[config.mk]
export PLATFORM = sky130hd
export DESIGN_NAME = hazard_stall_ctrl
export DESIGN_NICKNAME = d
export VERILOG_FILES = /design/src/rtl/hazard_defs.sv /design/src/rtl/hazard_wait_timer.sv /design/src/rtl/hazard_stall_ctrl.sv
export SDC_FILE = /design/constraint.sdc
export NUM_CORES = 1
export LEC_CHECK = 0
export ABC_AREA = 1
export CAP_MARGIN = 30
export CORE_MARGIN = 5
export CORE_UTILIZATION = 40
export DETAILED_ROUTE_END_ITERATION = 8
export PLACE_DENSITY = 0.78
export SYNTH_ARGS = -nofsm -noshare
export SYNTH_HDL_FRONTEND = slang
export SYNTH_SLANG_ARGS = --single-unit
[constraint.sdc]
create_clock -name i_clk -period 2.3 [get_ports i_clk]
set_input_delay 0.345 -clock i_clk [delete_from_list [all_inputs] [get_ports i_clk]]
set_output_delay 0.345 -clock i_clk [all_outputs]
set_load 0.01 [all_outputs]
[src/rtl/hazard_defs.sv]
// Shared definitions for the hazard stall/flush controller: FSM encodings, the default
// memory-wait limit and the zero-register constant.
package hazard_defs;

  typedef enum logic [1:0] {
    StRun     = 2'd0,
    StBrLd2   = 2'd1,
    StMemWait = 2'd2
  } state_e;

  localparam int unsigned WaitMaxDefault = 16;

  // r0 never creates a dependency.
  localparam logic [4:0] RegZero = 5'd0;

endpackage

[src/rtl/hazard_wait_timer.sv]
// Saturating count of consecutive data-memory wait cycles, plus a sticky timeout flag
// that sets when the count reaches WAIT_MAX and holds until reset.
module hazard_wait_timer
  import hazard_defs::*;
#(
  parameter int unsigned WAIT_MAX = WaitMaxDefault
) (
  input  logic i_clk,
  input  logic i_rst,
  input  logic i_count_en,
  input  logic i_clear,
  output logic o_timeout
);

  localparam int unsigned CntW = $clog2(WAIT_MAX + 1);
  localparam logic [CntW-1:0] CntMax = CntW'(WAIT_MAX);

  logic [CntW-1:0] r_cnt;
  logic [CntW-1:0] w_cnt_d;
  logic            r_timeout;

  always_comb begin
    w_cnt_d = r_cnt;
    if (i_clear) begin
      w_cnt_d = '0;
    end else if (i_count_en && (r_cnt != CntMax)) begin
      w_cnt_d = r_cnt + 1'b1;
    end
  end

  always_ff @(posedge i_clk or posedge i_rst) begin
    if (i_rst) begin
      r_cnt     <= '0;
      r_timeout <= 1'b0;
    end else begin
      r_cnt     <= w_cnt_d;
      r_timeout <= r_timeout | (w_cnt_d == CntMax);
    end
  end

  assign o_timeout = r_timeout;

endmodule

[src/rtl/hazard_stall_ctrl.sv]
// Pipeline stall/flush controller for hazards forwarding cannot resolve.
// Optional performance counters are built when HAZARD_PERF_CNT_EN is defined.
module hazard_stall_ctrl
  import hazard_defs::*;
#(
  parameter int unsigned WAIT_MAX = WaitMaxDefault
`ifdef HAZARD_PERF_CNT_EN
  , parameter int unsigned CNT_W = 32
`endif
) (
  input  logic       i_clk,
  input  logic       i_rst,
  input  logic [4:0] i_ifid_rs,
  input  logic [4:0] i_ifid_rt,
  input  logic       i_ifid_uses_rt,
  input  logic       i_ifid_branch,
  input  logic       i_branch_taken,
  input  logic       i_jump,
  input  logic [4:0] i_idex_rd,
  input  logic       i_idex_regwr,
  input  logic       i_idex_memrd,
  input  logic       i_exmem_memrd,
  input  logic       i_exmem_memwr,
  input  logic       i_dmem_ready,
  output logic       o_pc_wr,
  output logic       o_ifid_wr,
  output logic       o_idex_wr,
  output logic       o_exmem_wr,
  output logic       o_memwr_wr,
  output logic       o_ifid_flush,
  output logic       o_idex_flush,
  output logic       o_memwr_flush,
  output logic       o_mem_timeout
`ifdef HAZARD_PERF_CNT_EN
  , output logic [CNT_W-1:0] o_stall_cnt,
  output logic [CNT_W-1:0] o_flush_cnt
`endif
);

  state_e r_state, w_state_d;
  logic   r_br_pend, w_br_pend_d;
  logic   w_lu, w_brd, w_mw, w_in_brld2, w_stall, w_redirect;

  assign w_lu = i_idex_memrd && (i_idex_rd != RegZero) &&
                ((i_idex_rd == i_ifid_rs) || (i_ifid_uses_rt && (i_idex_rd == i_ifid_rt)));
  assign w_brd = i_ifid_branch && i_idex_regwr && (i_idex_rd != RegZero) &&
                 ((i_idex_rd == i_ifid_rs) || (i_idex_rd == i_ifid_rt));
  assign w_mw = (i_exmem_memrd || i_exmem_memwr) && !i_dmem_ready;
  // A BR_LD2 interrupted by a memory freeze is resumed once the freeze ends.
  assign w_in_brld2 = (r_state == StBrLd2) || ((r_state == StMemWait) && r_br_pend);
  assign w_stall    = w_lu || w_brd || w_in_brld2;
  assign w_redirect = (i_branch_taken && i_ifid_branch) || i_jump;

  always_comb begin
    o_pc_wr       = 1'b1;
    o_ifid_wr     = 1'b1;
    o_idex_wr     = 1'b1;
    o_exmem_wr    = 1'b1;
    o_memwr_wr    = 1'b1;
    o_ifid_flush  = 1'b0;
    o_idex_flush  = 1'b0;
    o_memwr_flush = 1'b0;
    w_state_d     = r_state;
    w_br_pend_d   = 1'b0;
    if (w_mw) begin
      o_pc_wr       = 1'b0;
      o_ifid_wr     = 1'b0;
      o_idex_wr     = 1'b0;
      o_exmem_wr    = 1'b0;
      o_memwr_flush = 1'b1;
      w_state_d     = StMemWait;
      w_br_pend_d   = w_in_brld2;
    end else if (w_stall) begin
      o_pc_wr      = 1'b0;
      o_ifid_wr    = 1'b0;
      o_idex_flush = 1'b1;
      w_state_d    = (w_brd && i_idex_memrd && !w_in_brld2) ? StBrLd2 : StRun;
    end else begin
      o_ifid_flush = w_redirect;
      w_state_d    = StRun;
    end
    if (i_rst) begin
      o_pc_wr       = 1'b0;
      o_ifid_wr     = 1'b0;
      o_idex_wr     = 1'b0;
      o_exmem_wr    = 1'b0;
      o_memwr_wr    = 1'b0;
      o_ifid_flush  = 1'b1;
      o_idex_flush  = 1'b1;
      o_memwr_flush = 1'b1;
    end
  end

  always_ff @(posedge i_clk or posedge i_rst) begin
    if (i_rst) begin
      r_state   <= StRun;
      r_br_pend <= 1'b0;
    end else begin
      r_state   <= w_state_d;
      r_br_pend <= w_br_pend_d;
    end
  end

  hazard_wait_timer #(
    .WAIT_MAX(WAIT_MAX)
  ) u_wait_timer (
    .i_clk     (i_clk),
    .i_rst     (i_rst),
    .i_count_en(w_mw),
    .i_clear   (!w_mw),
    .o_timeout (o_mem_timeout)
  );

`ifdef HAZARD_PERF_CNT_EN
  logic [CNT_W-1:0] r_stall_cnt, r_flush_cnt;

  always_ff @(posedge i_clk or posedge i_rst) begin
    if (i_rst) begin
      r_stall_cnt <= '0;
      r_flush_cnt <= '0;
    end else begin
      if (!o_pc_wr && (r_stall_cnt != '1)) r_stall_cnt <= r_stall_cnt + 1'b1;
      if (o_ifid_flush && (r_flush_cnt != '1)) r_flush_cnt <= r_flush_cnt + 1'b1;
    end
  end

  assign o_stall_cnt = r_stall_cnt;
  assign o_flush_cnt = r_flush_cnt;
`else
  // Counters are not built in this configuration.
`endif

endmodule

[Word level (Yosys, flattened, before mapping)]
Cells that the tools add are included.
Word-level totals
  register bits after elaboration: 9
  bits in read-only memories: 0
  output and inout bits: 9
  word-level logic and storage cells: 54
  latch bits: 0
  RAM bits: 0
  memories kept: 0
Operators by class
  order comparisons: 0
  bitwise logic cells: 1
  equality and inequality tests: 6
  add/subtract/negate cells: 1
  shifts and indexed selects: 0
  reduce and logical (&&, ||, !) cells: 22
  muxes and demuxes: 20
  divide/modulo/power cells: 0
  multiply operators: 0
Operator list (number)
  $mux W1: 17
  $logic_and A1 B1 Y1: 12
  $eq A5 B5 Y1: 2
  $mux W5: 2
  $logic_or A1 B1 Y1: 7
  $add A5 B1 Y5 const B: 1
  $eq A5 B5 Y1 const B: 1
  $ne A5 B5 Y1 const B: 1
  $reduce_bool A5 Y1: 1
  $eq A2 B1 Y1 const B: 1
  $eq A2 B2 Y1 const B: 1
  $logic_not A1 Y1: 2
  $mux W2: 1
  $or A1 B1 Y1: 1

[Longest topological paths before layout]
Gate-level depths: netlist of run 1.
  word-level depth: 9
  gate-level depth with buffers: 10
  depth with buffers taken out: 10

[By module]
A second synthesis of run 1 with hierarchy kept.
Second synthesis, totals
  cells, all modules: 134
  area, all modules: 772.0 um2
By module, submodules not included
  hazard_stall_ctrl: cells an instance 84, times used 1, area each 419.2 um2
  hazard_wait_timer: cells an instance 50, times used 1, area each 352.8 um2

[Worst setup path after synthesis of run 1]
OpenSTA, ideal clock, no wires.
  kind: in2out
  start: in i_exmem_memwr
  end: out o_pc_wr
  path buffers: 1
  setup slack: 0.606 ns
  cell stages on the path: 6
  required time: 1.955 ns
  arrival: 1.349 ns
  cells stage by stage: nor2_1 nor2_4 nor2_1 inv_1 nor2_1 buf_4
On the way
  word-level cells in the longest chain between the ends: 4
RTL lines
  start, declared: RTL line hazard_stall_ctrl.sv:23  | input logic i_exmem_memwr,
  $logic_or A1 B1 Y1: RTL line hazard_stall_ctrl.sv:48  | assign w_mw = (i_exmem_memrd || i_exmem_memwr) && !i_dmem_ready;
  $logic_and A1 B1 Y1: RTL line hazard_stall_ctrl.sv:48
  net u_wait_timer.i_count_en: RTL line hazard_wait_timer.sv:10  | input logic i_count_en,
  $mux W1 (2 in a row)
  end, declared: RTL line hazard_stall_ctrl.sv:25  | output logic o_pc_wr,
The timed path passes the listed nets, and every way through them passes these cells.

[Final worst setup path of run 1]
  start: in i_exmem_memwr
  end: out o_idex_wr
On the way
  word-level cells in the longest chain between the ends: 4
RTL lines
  $logic_or A1 B1 Y1: RTL line hazard_stall_ctrl.sv:48
  $logic_and A1 B1 Y1: RTL line hazard_stall_ctrl.sv:48
  net u_wait_timer.i_count_en: RTL line hazard_wait_timer.sv:10
  $mux W1: RTL line hazard_stall_ctrl.sv:65  | if (w_mw) begin
  $mux W1: RTL line hazard_stall_ctrl.sv:82  | if (i_rst) begin
  end, declared: RTL line hazard_stall_ctrl.sv:27  | output logic o_idex_wr,
The timed path passes the listed nets, and every way through them passes these cells.

==> results of run 1 <==
## power by group through the flow
stage / Sequential, W / Combinational, W / Clock, W
after floorplan: 0.000167 / 0.0000633 / 0
after global placement: 0.000168 / 0.000138 / 0
after detailed placement: 0.000168 / 0.000142 / 0
after CTS: 0.000165 / 0.000138 / 0.000126
after global routing: 0.000166 / 0.000152 / 0.000136
final: 0.000165 / 0.000137 / 0.000119
## logic make-up after synthesis
logic type,synth area share [%]
XOR/XNOR,4.691
AO/OA/AOI/OAI,6.198
AND/OR/NAND/NOR,38.53
flip-flops,30.15
buffers and inverters,17.09
adder cells (fa/ha/maj),3.350
## worst max-delay path: cells and delay by family
family,cells,cell delay (ps)
and+or+nand+nor,3,410
buffers and inverters,3,1070
## final cells by class
class / count / area [sq um]
Multi-Input combinational cell: 78 / 400.4
Clock inverter: 1 / 5.005
Timing Repair Buffer: 37 / 357.8
Tap cell: 25 / 31.28
Clock buffer: 3 / 22.52
Sequential cell: 9 / 225.2
Inverter: 30 / 112.6
Fill cell: 173 / 590.6
## stage by stage
step	instance area, sq um	util (%)	TNS, ps	worst slack (ps)	hold WS (ps)
4_1_cts	1149	65.81	0	22.89	350.3
3_5_place_dp	1126	64.52	-881.9	-245.4	464.6
2_1_floorplan	747.0	-	0	606.4	223.1
3_3_place_gp	1126	64.52	-712.5	-228.3	464.0
5_1_grt	1155	66.16	0	16.91	356.5
6_report	1155	66.16	0	123.2	356.4
## state kept, by name, indices dropped and copies added (netlist names)
| signal | flops |
|---|---|
| u_wait_timer.r_cnt | 5 |
| r_state | 2 |
| u_wait_timer.o_timeout | 1 |
| r_br_pend | 1 |
## cells in the mapped netlist
library cell and instances:
sky130_fd_sc_hd__a21oi_1 4, sky130_fd_sc_hd__a31o_2 1, sky130_fd_sc_hd__buf_4 2, sky130_fd_sc_hd__dfrtp_1 9
sky130_fd_sc_hd__ha_1 2, sky130_fd_sc_hd__inv_1 28, sky130_fd_sc_hd__inv_2 2, sky130_fd_sc_hd__nand2_1 35
sky130_fd_sc_hd__nand2_2 2, sky130_fd_sc_hd__nand3_1 8, sky130_fd_sc_hd__nand3_2 1, sky130_fd_sc_hd__nand3b_2 1
sky130_fd_sc_hd__nand4_1 2, sky130_fd_sc_hd__nor2_1 11, sky130_fd_sc_hd__nor2_2 2, sky130_fd_sc_hd__nor2_4 1
sky130_fd_sc_hd__nor3_1 1, sky130_fd_sc_hd__o21ai_0 2, sky130_fd_sc_hd__o21bai_1 1, sky130_fd_sc_hd__xnor2_1 3
sky130_fd_sc_hd__xor2_1 1
## layer usage
metal  GRT usage, %  up-vias  routed length (um)
li1               -      433                   -
met1          17.73      365                 817
met2          26.73       13                1013
met3          4.507        0                  68
met4          1.277        0                   0
met5              0        -                   0
## worst max-delay path by stage
stage / from / end / depth (start not counted)
floorplan: i_exmem_memwr / o_pc_wr / 6
global placement: i_idex_rd[1] / o_idex_flush / 12
detailed placement: i_idex_rd[1] / o_idex_flush / 12
CTS: i_idex_rd[1] / o_idex_flush / 12
global route: i_idex_rd[2] / o_ifid_flush / 11
finish: i_exmem_memwr / o_idex_wr / 6
==> results_tabular.tex, run 1 <==
\begin{tabular}{lr}
\hline
Metric & Value \\
\hline
\multicolumn{2}{l}{\textbf{Placed design}} \\
\quad Input/output buffers & 34 \\
\quad Placed cell count & approximately 180 \\
\quad HPWL after DPL & between 1.5 and 2 mm \\
\quad Weighted congestion reported at the end of routability-driven placement & about 0.73 \\
\multicolumn{2}{l}{\textbf{Synth}} \\
\quad Synthesized area divided by synthesized cell count & 6.277 sq um \\
\quad Flops \& latches, synth & 9 \\
\quad Number of instances in the synthesized netlist & 119 \\
\quad Yosys warnings & 0 \\
\quad Cell type with the largest total area after synthesis & sky130\_fd\_sc\_hd\_\_dfrtp\_1 \\
\quad Cell types with the largest area share after synthesis & sky130\_fd\_sc\_hd\_\_dfrtp\_1, sky130\_fd\_sc\_hd\_\_nand2\_1, sky130\_fd\_sc\_hd\_\_inv\_1, sky130\_fd\_sc\_hd\_\_nor2\_1, sky130\_fd\_sc\_hd\_\_nand3\_1 \\
\quad Fraction of synthesized cell area taken by the top area cell type & a little under a third \\
\quad Yosys cell types & 21 \\
\quad Nets in the synthesized netlist & 147 \\
\quad Cell area after synthesis & 747.0 sq um \\
\quad Share of synthesized area occupied by flip-flops and latches & 30.15\% \\
\multicolumn{2}{l}{\textbf{Routing}} \\
\quad DRC marker count from the first detailed-route iteration & 10 \\
\quad Drt first pass iters & 4 \\
\quad \# DRC & 0 \\
\quad Final routed wirelength across all metal layers & 1.899 mm \\
\quad Post-DR vias/cell & 4.432 \\
\quad Routed via count & around 810 \\
\quad ANT nets after route & 0 \\
\quad Average detailed-routed wire length per instance & 10.38 um \\
\multicolumn{2}{l}{\textbf{Setup path}} \\
\quad Reg-to-reg critical path startpoint & u\_wait\_timer.r\_cnt[0] \\
\quad Crit start category & input port \\
\quad CP arrival & 1830 ps \\
\quad Data required time at the worst endpoint & 1960 ps \\
\quad Worst-path maximum fanout & 7 \\
\quad Crit path max-delay cell type & sky130\_fd\_sc\_hd\_\_clkdlybuf4s50\_1 \\
\quad Worst reg2reg endpoint & u\_wait\_timer.o\_timeout \\
\quad Slowest cell delay on critical path & approximately 530 ps \\
\quad Kind of critical path & input port to output port \\
\quad FF-to-FF setup slack & 880 ps \\
\quad Critical path, cell by cell & clkdlybuf4s50\_1, nor2\_1, nor2\_4, nor2\_1, buf\_4, clkdlybuf4s50\_1 \\
\quad FF-to-FF path depth & 8 \\
\quad Type of element capturing the critical path & output port \\
\multicolumn{2}{l}{\textbf{Die}} \\
\quad Placement row count & 15 \\
\quad Floorplan die height & around 53 um \\
\quad Io pins & 35 \\
\quad Initial standard-cell utilization of the core & a little over two fifths \\
\quad Area enclosed by the die boundary & between 2000 and 3000 sq um \\
\quad Die boundary width & 53.22 um \\
\quad Core ar. & about 1700 sq um \\
\multicolumn{2}{l}{\textbf{Min path}} \\
\quad Min-Delay Path Class & input port to async pin \\
\multicolumn{2}{l}{\textbf{STA}} \\
\quad Worst-Margin Slew & 264.0 ps \\
\quad Min Clock Period, post-route & 2177 ps \\
\quad Clock Skews & 1.224 ps \\
\quad Portion of the clock cycle consumed by the worst path in the final layout & between 90\% and 100\% \\
\quad Worst slew margin & 82.21\% \\
\quad Pins over their slew limit & 0 \\
\quad Final Hold Violating Endpoints & 0 \\
\quad Highest attainable clock frequency & $\sim$460 MHz \\
\quad Setup Viol. Count Final & 0 \\
\quad RSZ-0062 raised after global routing & false \\
\multicolumn{2}{l}{\textbf{Pwr}} \\
\quad IR Drop Worst-Case VDD & 0.0003025 V \\
\quad Proportion of power drawn by combinational gates & 32.4\% \\
\quad Relative contribution of the clock network to total power & approximately 28\% \\
\quad PnR Total Power & 0.0004211 W \\
\quad Leakage power summed over all cells & $\sim$0.68 nW \\
\quad PD cells & 364.6 nW/um\^{}2 \\
\quad Switch Pwr & between 0.0001 and 0.00015 W \\
\quad Switching portion of total power & 28.78\% \\
\quad Internal power of the cells & 0.0002999 W \\
\quad Sequential Power Share & 39.2\% \\
\multicolumn{2}{l}{\textbf{CTS}} \\
\quad Clock network latency to the later pin of the worst-skew pair & 260 ps \\
\quad Clock Sinks & 9 \\
\quad CTS Root Buffer Type & sky130\_fd\_sc\_hd\_\_clkbuf\_4 \\
\quad TritonCTS clock tree & done \\
\quad Number of H-tree levels & 1 \\
\quad Longest Clk Path Bufs & 2 \\
\quad TritonCTS Buffers & 3 \\
\quad Hold-fix buffers, CTS & 0 \\
\quad Post-cts resize count & 4 \\
\quad Number of setup buffers added after CTS & 0 \\
\quad Clock slew at the register clock pins of the worst setup and hold paths & 60 ps \\
\multicolumn{2}{l}{\textbf{Run}} \\
\quad Total of max-cap violations & 0 \\
\multicolumn{2}{l}{\textbf{Cells and area}} \\
\quad Fin nets & 187 \\
\quad Most frequent cells in the layout & sky130\_fd\_sc\_hd\_\_nand2\_1, sky130\_fd\_sc\_hd\_\_inv\_1, sky130\_fd\_sc\_hd\_\_clkdlybuf4s50\_1, sky130\_fd\_sc\_hd\_\_nor2\_1, sky130\_fd\_sc\_hd\_\_dfrtp\_1 \\
\quad Final cell count without fillers & 183 \\
\quad Most frequent standard cell in the layout excluding fill and tap cells & sky130\_fd\_sc\_hd\_\_nand2\_1 \\
\quad Antenna diode count & 0 \\
\quad Layout cell share with drive strength beyond 1 & 13.92\% \\
\quad Area growth, synth to finish & 54.61\% \\
\multicolumn{2}{l}{\textbf{Global routing}} \\
\quad Initial antenna violation count & 0 \\
\quad Global Route Usage Sum & 14.86\% \\
\quad Largest net degree at the start of global routing & 9 \\
\quad Vias in the first global route & 745 \\
\quad Wire length of the first global-routing pass & 3.105 mm \\
\quad Total global routing overflow & 0 \\
\multicolumn{2}{l}{\textbf{Status}} \\
\quad Outcome & finished, final reports clean \\
\hline
\end{tabular}
(Power assumes the default switching activity.)
==> run 2, diff against run 1 <==
- CTS_CLUSTER_DIAMETER: not set -> 200
- GPL_TIMING_DRIVEN: not set -> 0
==> run 2 against run 1 <==
Sequential power barely moved; via count down 1.5%; critical endpoint unchanged; count of clock-buffer cells in the layout increased by 1; highest routed layer is now met4; die area unchanged.
==> results_tabular.tex, run 2 (synthesized netlist as in run 1, its figures left out) <==
\begin{tabular}{lr}
\hline
Metric & Value \\
\hline
\multicolumn{2}{l}{\textbf{Routing}} \\
\quad DRC marker count from the first detailed-route iteration & 4 (-6) \\
\quad Post-DR vias/cell & 4.390 (-0.94\%) \\
\quad Final routed wirelength across all metal layers & 1.821 mm (-4.1\%) \\
\quad Routed via count & 799 (-1.5\%) \\
\quad Average detailed-routed wire length per instance & 10.01 um (-3.6\%) \\
\quad \# DRC & 0 (unchanged) \\
\quad Drt first pass iters & 4 (unchanged) \\
\quad ANT nets after route & 0 (unchanged) \\
\multicolumn{2}{l}{\textbf{Cells and area}} \\
\quad Most frequent cells in the layout & sky130\_fd\_sc\_hd\_\_nand2\_1, sky130\_fd\_sc\_hd\_\_inv\_1, sky130\_fd\_sc\_hd\_\_clkdlybuf4s50\_1, sky130\_fd\_sc\_hd\_\_nor2\_1, sky130\_fd\_sc\_hd\_\_dfrtp\_1 \\
\quad Antenna diode count & 0 (unchanged) \\
\quad Layout cell share with drive strength beyond 1 & 14.65\% (+0.73 points) \\
\quad Top register by number of flip-flops & u\_wait\_timer.r\_cnt \\
\quad Post-Route Utilization & 67.81\% (+1.6 points) \\
\quad Most frequent standard cell in the layout excluding fill and tap cells & sky130\_fd\_sc\_hd\_\_nand2\_1 \\
\quad Max reg flops & 5 (unchanged) \\
\quad Area growth, synth to finish & 58.46\% \\
\quad Largest registers & u\_wait\_timer.r\_cnt x5, r\_state x2 \\
\quad Fin nets & 186 (-0.53\%) \\
\multicolumn{2}{l}{\textbf{CTS}} \\
\quad Number of setup buffers added after CTS & 0 (unchanged) \\
\quad Clock Sinks & 9 (unchanged) \\
\quad TritonCTS clock tree & done \\
\quad Clock network latency to the later pin of the worst-skew pair & 260 ps (about the same) \\
\quad CTS Root Buffer Type & sky130\_fd\_sc\_hd\_\_clkbuf\_4 \\
\quad Longest Clk Path Bufs & 2 (unchanged) \\
\quad Number of H-tree levels & 1 (unchanged) \\
\quad Clock slew at the register clock pins of the worst setup and hold paths & 50 ps (about the same) \\
\quad TritonCTS Buffers & 3 (unchanged) \\
\multicolumn{2}{l}{\textbf{STA}} \\
\quad Final Hold Violating Endpoints & 0 (unchanged) \\
\quad Total Neg Setup Slack & 0 ps (unchanged) \\
\quad Hold slack & 404.9 ps (+48.46 ps) \\
\quad Min Clock Period, post-route & 2181 ps (+3.792 ps) \\
\quad Worst-Margin Slew & 405.7 ps (+141.7 ps) \\
\quad Setup Viol. Count Final & 0 (unchanged) \\
\quad RSZ-0062 raised after global routing & false \\
\quad Highest attainable clock frequency & 458.6 MHz (-0.17\%) \\
\quad Portion of the clock cycle consumed by the worst path in the final layout & 94.81\% (+0.16 points) \\
\quad Post-layout worst setup margin & 119.4 ps (-3.792 ps) \\
\quad Worst slew margin & 72.92\% (-9.3 points) \\
\quad Clock Skews & 1.062 ps (-0.1621 ps) \\
\quad Pins over their slew limit & 0 (unchanged) \\
\multicolumn{2}{l}{\textbf{Global routing}} \\
\quad Vias in the first global route & 746 (+0.13\%) \\
\quad Initial antenna violation count & 0 (unchanged) \\
\quad Total global routing overflow & 0 (unchanged) \\
\quad Largest net degree at the start of global routing & 13 (+4) \\
\quad Wire length of the first global-routing pass & 2.932 mm (-5.6\%) \\
\quad Global Route Usage Sum & 14.34\% (-0.52 points) \\
\multicolumn{2}{l}{\textbf{Setup path}} \\
\quad Worst reg2reg endpoint & u\_wait\_timer.o\_timeout \\
\quad Worst-path maximum fanout & 7 (unchanged) \\
\quad Crit path max-delay cell type & sky130\_fd\_sc\_hd\_\_clkdlybuf4s50\_1 \\
\quad Type of element capturing the critical path & output port \\
\quad FF-to-FF path depth & 6 (-2) \\
\quad Crit start category & input port \\
\quad CP arrival & 1840 ps (about the same) \\
\quad Slowest cell delay on critical path & 520 ps (about the same) \\
\quad Critical path, cell by cell & clkdlybuf4s50\_1, nor2\_1, nor2\_4, nor2\_1, buf\_4, clkdlybuf4s50\_1 \\
\quad Kind of critical path & input port to output port \\
\quad FF-to-FF setup slack & 920 ps (+40 ps) \\
\quad Data required time at the worst endpoint & 1960 ps (about the same) \\
\quad Reg-to-reg critical path startpoint & u\_wait\_timer.r\_cnt[0] \\
\multicolumn{2}{l}{\textbf{Placed design}} \\
\quad Setup slack at placement & -344.8 ps (-99.38 ps) \\
\quad Weighted congestion reported at the end of routability-driven placement & 0.7511 (+3.3\%) \\
\quad Input/output buffers & 34 (unchanged) \\
\quad HPWL after DPL & 1.547 mm (-9.4\%) \\
\multicolumn{2}{l}{\textbf{Pwr}} \\
\quad PnR Total Power & 0.0004232 W (+0.50\%) \\
\quad PD cells & 357.5 nW/um\^{}2 (-1.9\%) \\
\quad Leakage power summed over all cells & 0.6911 nW (+0.96\%) \\
\quad IR Drop Worst-Case VDD & 0.0002873 V (-5.0\%) \\
\multicolumn{2}{l}{\textbf{Die}} \\
\quad Io pins & 35 (unchanged) \\
\quad Floorplan die height & 53.22 um (unchanged) \\
\quad Initial standard-cell utilization of the core & 42.80\% (unchanged) \\
\quad Die boundary width & 53.22 um (unchanged) \\
\quad Area enclosed by the die boundary & 2832 sq um (unchanged) \\
\quad Placement row count & 15 (unchanged) \\
\quad Core ar. & 1745 sq um (unchanged) \\
\multicolumn{2}{l}{\textbf{Run}} \\
\quad Total of max-cap violations & 0 (unchanged) \\
\multicolumn{2}{l}{\textbf{Min path}} \\
\quad Min-Delay Path Class & input port to async pin \\
\multicolumn{2}{l}{\textbf{Status}} \\
\quad Outcome & finished, final reports clean \\
\hline
\end{tabular}
## run 2: cell types whose count changed in the layout (fill, tap and decap cells not counted), moves of 2 or more
cell and change:
sky130_fd_sc_hd__nand2_4 +2, sky130_fd_sc_hd__dlygate4sd2_1 +5, sky130_fd_sc_hd__nand2_1 -2, sky130_fd_sc_hd__clkbuf_2 -2
sky130_fd_sc_hd__clkdlybuf4s50_1 -3
## run 2: through the flow
| stage | cells | area [sq um] |
|---|---|---|
| floorplan | 119 | 747.0 |
| global placement | 178 | 1119 |
| detailed placement | 178 | 1119 |
| CTS | 182 | 1145 |
| global route | 182 | 1184 |
| finish | 182 | 1184 |
## run 2: worst max path at each step
stage	start	to	slack, ps	depth (start not counted)
after floorplan	i_exmem_memwr	o_pc_wr	610	6
after global placement	i_idex_rd[0]	o_pc_wr	-280	10
after detailed placement	i_idex_rd[2]	o_pc_wr	-340	12
after CTS	i_idex_rd[0]	o_pc_wr	9	12
after global routing	i_exmem_memwr	o_idex_wr	10	6
final	i_exmem_memwr	o_idex_wr	120	6
## run 2: routing by layer
layer	track usage, %	wire length [um]
met1	14.83	720
met2	26.53	1000
met3	5.352	77
met4	3.830	23
met5	0	0
## run 2: layout make-up
type                       instances  area, sq um
buffer                             2        15.01
clock buffer                       4        26.28
fill                             159        561.8
inverter                          30        112.6
multi-input combinational         78        439.2
sequential                         9        225.2
tap                               25        31.28
timing repair buffer              34        334.1
## run 2: where the power goes
group | leakage [nW] | total, W | internal (W) | switching (W)
sequential | 0.123 | 0.000166 | 0.000162 | 0.00000325
combinational | 0.553 | 0.000142 | 0.0000757 | 0.0000661
clock | 0.0150 | 0.000116 | 0.0000665 | 0.0000494
## run 2: what timing repair did
| item | CTS | global route |
|---|---|---|
| hold buffers | 0 | 0 |
| endpoints found under the setup margin | 4 | 4 |
| pin swaps | 0 | 7 |
| resized for setup | 13 | 14 |
## run 2: critical path: cells and delay by family
kind / cells / cell delay (ps)
buf+inv: 3 / 1050
simple gates: 3 / 440
==> run 3, diff against run 2 <==
- ABC_CLOCK_PERIOD_IN_PS: not set -> 2300
==> results of run 3 <==
No change in the layout: final DEF, timing and power equal those of run 2.
